**src/rtl/mmio_pcm_capture.sv**
```systemverilog
// mmio_pcm_capture: decimating PCM sample FIFO with level/overflow status and threshold irq, drained over an MMIO slot
module mmio_pcm_capture #(
    parameter int ADDR_W = 6,
    parameter int DW = 16
) (
    input  logic          clk,
    input  logic          reset_n,
    input  logic          cs,
    input  logic          write,
    input  logic          read,
    input  logic [4:0]    addr,
    input  logic [31:0]   write_data,
    output logic [31:0]   read_data,
    input  logic [DW-1:0] pcm_in,
    input  logic          pcm_valid,
    output logic          irq
);
    localparam int DEPTH = 2 ** ADDR_W;

    logic [DW-1:0]     mem [DEPTH];
    logic [ADDR_W-1:0] wp, rp;
    logic [ADDR_W:0]   count, count_nxt, thresh;
    logic [7:0]        decim, dc;
    logic              enable, overflow;
    logic              wr, ctrl_wr, clr, empty, full, valid_ev, capture, do_pop, do_push;
    logic [DW-1:0]     head;
    logic              unused_ok;

    assign wr        = cs & write;
    assign ctrl_wr   = wr & (addr[2:0] == 3'd2);
    assign clr       = ctrl_wr & write_data[1];
    assign empty     = count == '0;
    assign full      = count == (ADDR_W+1)'(DEPTH);
    assign valid_ev  = pcm_valid & enable;
    assign capture   = valid_ev & (dc == 8'd0);
    assign do_pop    = wr & (addr[2:0] == 3'd1) & ~empty & ~clr;
    // A pop in the same cycle frees the slot, so a full FIFO can still accept the capture
    assign do_push   = capture & (~full | do_pop) & ~clr;
    assign count_nxt = count + (ADDR_W+1)'(do_push) - (ADDR_W+1)'(do_pop);
    assign head      = empty ? '0 : mem[rp];
    assign unused_ok = &{1'b0, read, addr[4:3], write_data};

    always_ff @(posedge clk) begin
        if (do_push) mem[wp] <= pcm_in;
    end

    always_ff @(posedge clk or negedge reset_n) begin
        if (!reset_n) begin
            wp       <= '0;
            rp       <= '0;
            count    <= '0;
            overflow <= 1'b0;
            dc       <= 8'd0;
            enable   <= 1'b0;
            decim    <= 8'd0;
            thresh   <= '0;
            irq      <= 1'b0;
        end else begin
            wp       <= clr ? '0 : wp + ADDR_W'(do_push);
            rp       <= clr ? '0 : rp + ADDR_W'(do_pop);
            count    <= clr ? '0 : count_nxt;
            overflow <= clr ? 1'b0 : overflow | (capture & full & ~do_pop);
            dc       <= ctrl_wr ? 8'd0 : valid_ev ? (dc == 8'd0 ? decim : dc - 8'd1) : dc;
            if (ctrl_wr) begin
                enable <= write_data[0];
                decim  <= write_data[15:8];
            end
            if (wr & (addr[2:0] == 3'd3)) thresh <= write_data[ADDR_W:0];
            irq      <= (thresh != '0) & (count >= thresh);
        end
    end

    always_comb begin
        read_data = (addr[2:0] == 3'd0) ? {empty, full, overflow, 13'd0, 16'(head)} :
                    (addr[2:0] == 3'd2) ? {16'd0, decim, 7'd0, enable} :
                    (addr[2:0] == 3'd3) ? 32'(count) : 32'd0;
    end
endmodule
```
**config.mk**
```make
export PLATFORM = sky130hd
export DESIGN_NAME = mmio_pcm_capture
export DESIGN_NICKNAME = d
export VERILOG_FILES = /design/src/rtl/mmio_pcm_capture.sv
export SDC_FILE = /design/constraint.sdc
export NUM_CORES = 1
export LEC_CHECK = 0
export BUFFER_PORTS_ARGS = -buffer_cell sky130_fd_sc_hd__clkbuf_2
export CAP_MARGIN = 20
export CORE_AREA = 2 2 293 295
export CTS_CLUSTER_DIAMETER = 150
export DETAILED_ROUTE_END_ITERATION = 10
export DIE_AREA = 0 0 295 297
export PLACE_DENSITY = 0.66
export SLEW_MARGIN = 20
export SYNTH_ARGS = -nofsm -noshare
export SYNTH_HDL_FRONTEND = slang
export SYNTH_SLANG_ARGS = --single-unit
export TNS_END_PERCENT = 20
```
**constraint.sdc**
```tcl
create_clock -name clk -period 3.55 [get_ports clk]
set_input_delay 0.355 -clock clk [delete_from_list [all_inputs] [get_ports clk]]
set_output_delay 0.355 -clock clk [all_outputs]
set_load 0.02 [all_outputs]
```
* Word level (Yosys, flattened, before mapping) *
Memories as Yosys holds them, arrays and structs flattened.
Cells that the tools add are included.

operators by class
  order comparisons = 1
  muxes and demuxes = 13
  eq/ne operators = 4
  bitwise gates (word level) = 20
  add/sub/neg operators = 5
  reduce and logical (&&, ||, !) cells = 5

operators with widths
  cell                 number
  $mux 16              2
  $mux 32              1
  $mux 8               3
  $and 1x1->1          14
  $mux 7               2
  $add 6x1->6          2
  $mux 6               2
  $logic_not 8->1      1
  $sub 8x1->8 const B  1
  $add 7x1->7          1
  $eq 7x7->1 const B   1
  $ge 7x7->1           1
  $logic_not 7->1      1
  $reduce_bool 7->1    1
  $sub 7x1->7          1
  $eq 3x2->1 const B   2
  $not 1->1            4
  $eq 3x1->1 const B   1
  $logic_not 3->1      1
  $mux 1               3
  $or 1x1->1           2
  $reduce_bool 2->1    1

storage, ports and cells
  bits in writable memories = 1024
  logic and storage cells = 58
  memories kept = 1
  register bits = 45
  input port bits = 59

memories
  memory  depth  bits a word  read ports  clocked after Yosys merged registers in  wr ports  RTL line  RTL
  mem     64     16           1           0                                        1         20        logic [DW-1:0] mem [DEPTH];

* Logic depth before layout (Yosys ltp) *
Gate-level depths: netlist (run 1).

  depth after elaboration = 11
  mapped depth = 17
  mapped depth without buffers = 17

* Worst setup path before layout (run 1) *
OpenSTA, ideal clock, no wires.

  kind = register -> register
  start = register count[2]
  end = register count[6]
  setup time = 0.136 ns
  data required time = 3.414 ns
  buffers on the path = 0
  arrival = 3.147 ns
  setup slack = 0.267 ns
  stages on the path, launching flop included = 18
  period minus slack after synthesis = 3.283 ns
  cells stage by stage = dfrtp_1 > inv_1 > ha_1 > and4bb_2 > and2_1 > a2111oi_2 > inv_1 > ha_1 > inv_1 > ha_1 > inv_1 > fa_1 > nand2b_1 > a21oi_1 > o21ai_0 > a21oi_1 > or3_1 > a21oi_1

on the way
  cells in the longest elaborated chain, start to end = 10

RTL lines
  element                    RTL line  RTL
  start: declaration         22        logic [ADDR_W:0] count, count_nxt, thresh;
  start signal: assignment   61        count <= clr ? '0 : count_nxt;
  $logic_not 7->1            32        assign empty = count == '0;
  $not 1->1                  36        assign do_pop = wr & (addr[2:0] == 3'd1) & ~empty & ~clr;
  $and 1x1->1 (2 in series)  36
  $or 1x1->1                 38        assign do_push = capture & (~full | do_pop) & ~clr;
  $and 1x1->1 (2 in series)  38
  $add 7x1->7                39        assign count_nxt = count + (ADDR_W+1)'(do_push) - (ADDR_W+1)'(do_pop);
  $sub 7x1->7 *              39
  $mux 7 *                   61

Mark *: on every way between the ends. The rest lies on a longest branch, timed or not.
A chain may end at the register's enable or synchronous reset.

* Worst setup path in the final report (run 1) *
  start = register rp[0]
  end = output read_data[2]

on the way
  cells in the longest elaborated chain, start to end = 3

RTL lines
  element                   RTL line  RTL
  start: declaration        21        logic [ADDR_W-1:0] wp, rp;
  start signal: assignment  60        rp <= clr ? '0 : rp + ADDR_W'(do_pop);
  $mem_v2 64x16             -
  $mux 16                   40        assign head = empty ? '0 : mem[rp];
  $mux 32                   74        read_data = (addr[2:0] == 3'd0) ? {empty, full, overflow, 13'd0, 16'(head)} :
  end: declaration          13        output logic [31:0] read_data,

Every way passes these cells.

==> results of run 1 <==
[worst paths after layout]
check | slack, ns | end | depth (start not counted) | startpoint
min reg2reg | 0.49 | dc[6] | 1 | dc[6]
max in group asynchronous | 2.45 | irq | 3 | reset_n
max | -0.28 | read_data[2] | 10 | rp[0]
min | 0.14 | dc[0] | 4 | pcm_valid
max reg2reg | 0.07 | count[6] | 17 | count[4]
min in group asynchronous | 0.35 | dc[7] | 2 | reset_n
[cell usage in the layout (no fill, tap or decap), types with 29 or more instances in the layout]
master and n:
mux2_2 29, mux2i_1 54, dfrtp_1 40, clkbuf_16 107, nor2_1 115, mux4_2 251, buf_4 195, edfxtp_1 1024
nand2_1 44, o21ai_0 35, clkbuf_2 50
[worst reg2reg max path, delay by kind of cell (launching register included)]
kind	cells	cell delay [ns]
flops	1	0.36
simple gates	4	0.78
buf+inv	4	0.27
compound gates	5	0.89
fa+ha+maj	4	1.08
[state kept, by name, indices dropped and copies added, names as in the netlist]
register and flops:
mem 1024, enable 1, rp 6, thresh 7
irq 1, wp 6, overflow 1, decim 8
count 7, dc 8
[power by group through the flow]
stage	Sequential (mW)	Clock (mW)	Combinational [mW]
2_1_floorplan	14.4	0	5.22
3_5_place_dp	14.5	0	7.83
3_3_place_gp	14.5	0	7.72
6_report	14.2	10.5	8.59
4_1_cts	14.2	10.6	8.57
5_1_grt	14.2	11.1	9.06
[cell families (layout without fill, tap and decap cells)]
group                    after synthesis  count (layout)  synth area share (%)
buffers and inverters                138             522                  1.75
other                                  1              13               0.00893
AO/OA/AOI/OAI                        167             167                  2.75
flip-flops                          1069            1069                  75.9
XOR/XNOR                              11              11                 0.229
AND/OR/NAND/NOR                      253             253                  2.84
multiplexers                         348             348                  15.9
adder cells (fa/ha/maj)               23              23                 0.703
[layer usage]
metal	GRT usage (%)	wire length, um	vias up
li1	-	-	8956
met1	34.2	41800	11410
met4	8.45	3810	6
met2	37.5	49400	1057
met5	1.05	157	-
met3	5.58	9660	193
[final cells by class]
type | instances | area [um2]
fill | 6143 | 35500
sequential | 1069 | 31900
multi-input combinational | 815 | 9700
clock buffer | 135 | 2780
timing repair buffer | 303 | 2670
tap | 1144 | 1430
clock inverter | 60 | 445
inverter | 24 | 90.1
[what timing repair did]
| item | in CTS | in global routing |
|---|---|---|
| hold endpoints to repair | 46 | 0 |
| pin swaps | 3 | 4 |
| hold buffers | 16 | 0 |
| gates resized for setup | 51 | 26 |
| gates cloned | 6 | 0 |
| setup endpoints to repair | 17 | 18 |
| buffers inserted | 9 | 2 |
==> results.json, run 1 <==
{
  "ys_types": 61,
  "cp_slowest_cell": "mux4_2",
  "p_leak_nw": 15.9,
  "drtAntennaViolNets": 0,
  "failed_checks": "negative setup slack",
  "start_util_pct": 49.7,
  "die_x_um": 295,
  "cts_tree": "built",
  "setup_viol": 16,
  "switchingPower_mw": 9.10,
  "rows": 107,
  "fmax_mhz": 261,
  "rsz0062_at_grt": "true",
  "slew_violations": 0,
  "track_usage_pct": 24.2,
  "criticalPathCategory": "reg2out",
  "holdWs_ns": 0.144,
  "combinationalPowerShare_pct": 25.8,
  "crit_path_end_kind": "primary output",
  "powerDensity_nw_per_um2": 679,
  "fp.dieH_um": 297,
  "grt_pass1_vias": 21766,
  "relSlewSlack_pct": 27.5,
  "startpoint_type": "flip-flop",
  "antennaDiodeCount": 0,
  "intPower_mw": 24.2,
  "clock_skew_ns": 0.0239,
  "min_period_ns": 3.83,
  "yosysWarnings": 0,
  "grt_pass1_wl_mm": 151,
  "synthFlopType": "edfxtp_1",
  "grt-ovfl-total": 0,
  "final_core_util_pct": 58.0,
  "drtPass1Iterations": 5,
  "path_clk_slew_ns": 0.06,
  "swShare_pct": 27.3,
  "place_congestion": 1.02,
  "syn_area_um2": 42000,
  "period_share_pct": 108,
  "dieArea_um2": 87600,
  "core_um2": 84500,
  "nets": 2400,
  "pwr-share-seq_pct": 42.7,
  "p_clk_share_pct": 31.5,
  "drt_iter0_drc": 2544,
  "root_buffer": "clkbuf_16",
  "irDropWorstVdd_mv": 0.456,
  "drive_gt1_share_pct": 31.8,
  "cp.required_ns": 3.19,
  "totalWireLength_mm": 105,
  "drc": 0,
  "clkSinkCount": 1069,
  "wl_per_cell_um": 29.5,
  "async_flop_share_pct": 4.21,
  "place_inst": 3321,
  "cp_top_family": "multiplexers",
  "synth_seq_area_share_pct": 75.9,
  "avgSynthCellArea_um2": 20.9,
  "instances_no_fill": 3550,
  "ioPinCount": 92,
  "synth_cells": 2010,
  "final_cell_area_um2": 49000,
  "crit_buf_inv": 5,
  "clk_latency_ns": 0.67,
  "cts_buffers": 105,
  "synth_top_area_share_pct": 73.2,
  "status": "complete, but fails checks",
  "crit_fanout": 5,
  "htreeDepth": 3,
  "grt_start_max_net_pins": 50,
  "synth-seq-cells": 1069,
  "hold_violations": 0,
  "num_vias": 21622,
  "setup_tns_ns": -2.73,
  "area_growth_pct": 16.6,
  "post_dp_cell_area_um2": 45000,
  "antenna_found_initial": 5,
  "post-dp-hpwl_mm": 65.5,
  "max_stage_delay_ns": 0.53,
  "dp_slack_ns": 0.0278,
  "finalPower_mw": 33.3,
  "clockBufferDepth": 3,
  "yosysMostFrequentCell": "edfxtp_1",
  "critPathArrivalTime_ns": 3.48,
  "vias_per_cell": 6.09,
  "synth_area_leaders": "edfxtp_1 (73%), mux4_2 (13%), dfrtp_1 (2.7%)",
  "setup_ws_ns": -0.283,
  "maxCapViolCount": 0,
  "cp_cell_sequence": "buf_12 -> buf_12 -> buf_6 -> mux4_2 -> mux4_2 -> nor3b_2 -> a31oi_1 -> buf_4 -> o211ai_1 -> buf_4",
  "synth_top_cell_by_area": "edfxtp_1",
  "ys_top_cells_by_count": "edfxtp_1 (1,024), mux4_2 (251), nor2_1 (119), mux2i_1 (66), dfrtp_1 (45)",
  "synth_edf_count": 1024,
  "worst_pin_slew_ns": 1.09,
  "portBuffers": 58,
  "hp-class": "in2reg"
}
Power figures use the tool's default switching activity.
==> inputs of run 2 (changes only) <==
==> constraint.sdc (replaced) <==
create_clock -name clk -period 4.3 [get_ports clk]
set_input_delay 0.43 -clock clk [delete_from_list [all_inputs] [get_ports clk]]
set_output_delay 0.43 -clock clk [all_outputs]
set_load 0.02 [all_outputs]
==> run 2 against run 1 <==
  * The flow still finishes with violations (negative setup slack)
  * First-iteration DRC count fell by 7.2%
  * Clock skew is 0.00060 ns higher
  * Setup slack gained 0.28 ns
  * Worst hold slack got worse by 0.11 ns
  * Clock power decreased by 18%
  * Critical path depth is 2 lower
  * Non-clock buffer count down 84
  * Sequential share of layout area grew 1.7 points
  * Power is 20% lower
  * Via count fell by 2.8%
  * Register-to-register slack better by 0.60 ns
  * Die area unchanged
==> results.json, run 2 (same netlist as run 1, synthesis figures left out) <==
{
  "status": "complete, but fails checks",
  "failed_checks": "negative setup slack",
  "drc": 0,
  "cts_buffers": 104,
  "drt_iter0_drc": 2362,
  "htreeDepth": 3,
  "cpMostUsedCell": "nor2_1",
  "root_buffer": "clkbuf_16",
  "clk_latency_ns": 0.66,
  "powerDensity_nw_per_um2": 554,
  "fp.dieH_um": 297,
  "rsz0062_at_grt": "true",
  "wl_met3_mm": 9.42,
  "clkSinkCount": 1069,
  "die_x_um": 295,
  "worst_pin_slew_ns": 1.01,
  "grt-ovfl-total": 0,
  "largest_registers": "mem x1024, dc x8, decim x8",
  "instances_no_fill": 3456,
  "grt_pass1_vias": 21329,
  "relSlewSlack_pct": 32.1,
  "drtAntennaViolNets": 0,
  "path_clk_slew_ns": 0.06,
  "crit_buf_inv": 2,
  "dr_wl_met2_mm": 48.6,
  "clockBufferDepth": 3,
  "place_inst": 3254,
  "crit_fanout": 21,
  "drtPass1Iterations": 6,
  "grt_pass1_wl_mm": 148,
  "cp_top_family": "simple AND/OR/NAND/NOR gates",
  "core_um2": 84500,
  "totalWireLength_mm": 102,
  "antennaDiodeCount": 0,
  "final_cell_mix": "edfxtp_1 (1,024), mux4_2 (251), buf_4 (133)",
  "start_util_pct": 49.7,
  "cp.required_ns": 3.87,
  "drive_gt1_share_pct": 27.9,
  "critPathArrivalTime_ns": 3.88,
  "cp_slowest_cell": "nand2b_1",
  "place_congestion": 0.997,
  "rows": 107,
  "hp-class": "in2reg",
  "holdWs_ns": 0.0322,
  "min_period_ns": 4.31,
  "track_usage_pct": 23.6,
  "startpoint_type": "flip-flop",
  "crit_path_end_kind": "primary output",
  "area_growth_pct": 13.7,
  "ioPinCount": 92,
  "criticalPathCategory": "reg2out",
  "fmax_mhz": 232,
  "antenna_found_initial": 2,
  "final_common_cell": "edfxtp_1",
  "slew_violations": 0,
  "wl_per_cell_um": 29.6,
  "num_vias": 21027,
  "setup_viol": 1,
  "fillers": 6202,
  "cp_cell_sequence": "buf_4 -> nand2b_1 -> o22ai_1 -> nor2_1 -> nor2_1 -> nor4_1 -> a211o_1 -> clkbuf_2",
  "met1_length_mm": 40.8,
  "hold_violations": 0,
  "grt_start_max_net_pins": 97,
  "p_leak_nw": 15.3,
  "portBuffers": 58,
  "post-dp-hpwl_mm": 62.4,
  "period_share_pct": 100,
  "top_layer_used": "met5",
  "irDropWorstVdd_mv": 0.375,
  "regMostFlops": "mem",
  "max_stage_delay_ns": 0.66,
  "clock_skew_ns": 0.0245,
  "vias_per_cell": 6.08,
  "nets": 2315,
  "dieArea_um2": 87600,
  "cts_tree": "built",
  "maxCapViolCount": 0,
  "setup_ws_ns": -0.00613,
  "largest_reg_flops": 1024
}
[run 2: cell types whose count changed in the layout (fill, tap and decap cells not counted), moves of 5 or more]
cell and delta:
buf_4 -62, mux2i_1 +10, buf_16 -8, buf_6 -8, clkbuf_2 +8, mux2i_2 -7, buf_12 -5, buf_2 -5
clkinv_1 -5, clkinv_2 -5
[run 2: stage by stage]
stage	total power, mW	setup WS [ns]	instance area, um2	util, %	setup TNS, ns
finish	26.5	-0.00613	47800	56.5	-0.00613
global route	27.4	-0.0815	47800	56.5	-0.276
CTS	26.6	0.0404	47700	56.5	0
detailed placement	18.1	0.594	44400	52.5	0
global placement	18.0	0.612	44400	52.5	0
floorplan	16.2	1.02	42100	-	0
[run 2: report_power, final]
| group | switching, mW | leakage (nW) | internal [mW] | total [mW] |
|---|---|---|---|---|
| logic | 3.21 | 3.94 | 2.88 | 6.08 |
| clock network | 3.71 | 1.56 | 4.86 | 8.57 |
| registers | 0.258 | 9.76 | 11.6 | 11.8 |
[run 2: cell type report]
class | instances | area, um2 | share of cell area (%)
clock buffer | 139 | 2850 | 5.96
clock inverter | 46 | 322 | 0.673
inverter | 24 | 90.1 | 0.189
multi-input combinational | 815 | 9480 | 19.9
sequential | 1069 | 31900 | 66.8
tap | 1144 | 1430 | 3.00
timing repair buffer | 219 | 1700 | 3.55
[run 2: final timing paths]
path	startpoint	endpoint	slack [ns]	cells past startpoint
setup / recovery	rp[3]	read_data[11]	-0.006	8
hold / removal	write_data[11]	decim[3]	0.03	2
setup reg to reg	count[5]	count[6]	0.67	17
hold reg to reg	dc[6]	dc[6]	0.49	1
max in group asynchronous	reset_n	rp[2]	3.34	3
min in group asynchronous	reset_n	decim[4]	0.45	3
[run 2: repair_timing]
item                                    CTS  global route
gates resized for setup                   0             7
pin swaps                                 0             0
hold buffers                             16             0
endpoints found under the setup margin   13             9
hold endpoints to repair                 60             0
setup buffers                             1             0
[run 2: metal layers]
metal  track usage [%]  vias to the layer above
li1                  -                     8764
met1              33.0                    11124
met2              36.8                      954
met3              5.98                      181
met4              7.58                        4
met5                 0                        -
[run 2: worst reg2reg max path, delay by kind of cell (launching register included)]
family / cells / cell delay [ns]
adders and majority gates: 4 / 1.05
AOI/OAI and AO/OA: 5 / 0.94
and+or+nand+nor: 4 / 0.74
DFF: 1 / 0.45
buffers and inverters: 4 / 0.30
==> inputs of run 3 (changes only) <==
==> constraint.sdc (replaced) <==
create_clock -name clk -period 4.8 [get_ports clk]
set_input_delay 0.48 -clock clk [delete_from_list [all_inputs] [get_ports clk]]
set_output_delay 0.48 -clock clk [all_outputs]
set_load 0.02 [all_outputs]
==> run 3 against run 2 <==
  * Power is 9.9% lower
  * Setup slack improved by 0.14 ns
  * Via count is 0.12% higher
  * Largest cell class unchanged
  * Global-route usage down 0.20 points
  * Sequential cell count unchanged
  * The run now ends clean
  * Critical endpoint is now read_data[4]
==> results.json, run 3 (same netlist as run 1, synthesis figures left out) <==
{
  "status": "completed",
  "die_x_um": 295,
  "setup_viol": 0,
  "track_usage_pct": 23.4,
  "grt_pass1_vias": 21090,
  "area_growth_pct": 13.3,
  "period_share_pct": 97.3,
  "path_clk_slew_ns": 0.06,
  "clock_skew_ns": 0.0178,
  "setup_tns_ns": 0,
  "root_buffer": "clkbuf_16",
  "clkSinkCount": 1069,
  "critPathArrivalTime_ns": 4.19,
  "min_period_ns": 4.67,
  "place_inst": 3245,
  "antenna_found_initial": 3,
  "num_vias": 21053,
  "post-dp-hpwl_mm": 61.3,
  "instances_no_fill": 3444,
  "regMostFlops": "mem",
  "clockBufferDepth": 3,
  "drive_gt1_share_pct": 27.9,
  "hp-class": "in2reg",
  "worst_pin_slew_ns": 1.02,
  "drc": 0,
  "grtUsageMet3_pct": 5.16,
  "irDropWorstVdd_mv": 0.440,
  "rows": 107,
  "core_um2": 84500,
  "final_common_cell": "edfxtp_1",
  "totalWireLength_mm": 102,
  "vias_per_cell": 6.11,
  "largest_reg_flops": 1024,
  "place_congestion": 0.957,
  "cts_tree": "built",
  "p_leak_nw": 15.2,
  "grtUsageMet2_pct": 37.0,
  "relSlewSlack_pct": 31.7,
  "final_cell_mix": "edfxtp_1 (1,024), mux4_2 (251), buf_4 (129)",
  "cp.required_ns": 4.32,
  "crit_path_end_kind": "primary output",
  "crit_fanout": 69,
  "ioPinCount": 92,
  "fillers": 6211,
  "cts_resized": 0,
  "dieArea_um2": 87600,
  "busiest_layer": "met2",
  "portBuffers": 58,
  "drtAntennaViolNets": 0,
  "drt_iter0_drc": 2543,
  "nets": 2290,
  "finalPower_mw": 23.8,
  "start_util_pct": 49.7,
  "cts_buffers": 104,
  "rsz0062_at_grt": "false",
  "fp.dieH_um": 297,
  "startpoint_type": "flip-flop",
  "maxCapViolCount": 0,
  "grt_start_max_net_pins": 70,
  "grt_use_met1_pct": 33.4,
  "largest_registers": "mem x1024, dc x8, decim x8",
  "powerDensity_nw_per_um2": 501,
  "clk_latency_ns": 0.65,
  "htreeDepth": 3,
  "fmax_mhz": 214,
  "wl_per_cell_um": 29.5,
  "hold_violations": 0,
  "grt_pass1_wl_mm": 147,
  "drtPass1Iterations": 7,
  "slew_violations": 0,
  "grt-ovfl-total": 0,
  "criticalPathCategory": "reg2out"
}
-- run 3: area by class of cell --
cell class	count	area, um2	area share [%]
inverter	24	90.1	0.189
antenna	1	2.50	0.00526
clock inverter	68	519	1.09
sequential	1069	31900	67.0
multi-input combinational	815	9450	19.9
tap	1144	1430	3.01
timing repair buffer	194	1390	2.92
clock buffer	129	2830	5.95
-- run 3: critical path, stage by stage, from the launching register on --
cell and delay (ns):
dfrtp_4 0.53, buf_12 0.47, mux4_2 0.60, mux4_2 0.54, a31oi_1 0.72, o211ai_1 0.31, clkbuf_2 0.25
-- run 3: metal layers --
metal / vias up / wire length (um)
met1: 11160 / 40500
li1: 8719 / -
met4: 2 / 2780
met2: 1002 / 48700
met3: 170 / 9560
met5: - / 8
-- run 3: per-stage QoR --
stage                     instance area, um2  hold WS (ns)  utilization, %  setup WS [ns]
after floorplan                        42100         0.184               -           1.52
after global placement                 44200         0.413            52.4           1.02
after detailed placement               44200         0.420            52.4           1.01
after CTS                              47600        0.0236            56.4          0.309
after global routing                   47600        0.0353            56.4          0.114
final                                  47600        0.0487            56.4          0.131
-- run 3: path summary, 6_finish.rpt --
check	from	to	slack [ns]	cells past startpoint
setup / recovery	rp[0]	read_data[4]	0.13	6
setup reg to reg	count[5]	count[6]	1.03	18
hold reg to reg	dc[6]	dc[6]	0.49	1
min in group asynchronous	reset_n	irq	0.29	2
hold / removal	write_data[4]	thresh[4]	0.05	3
max in group asynchronous	reset_n	rp[2]	3.66	3
-- run 3: power breakdown --
group,total (mW),internal (mW),switching [mW]
Sequential,10.6,10.3,0.239
Combinational,5.27,2.46,2.82
Clock,7.98,4.60,3.38
-- run 3: what timing repair did --
action / 4_1_cts / 5_1_grt
buffers inserted: 0 / 0
endpoints found under the hold margin: 14 / 0
hold buffers: 1 / 0
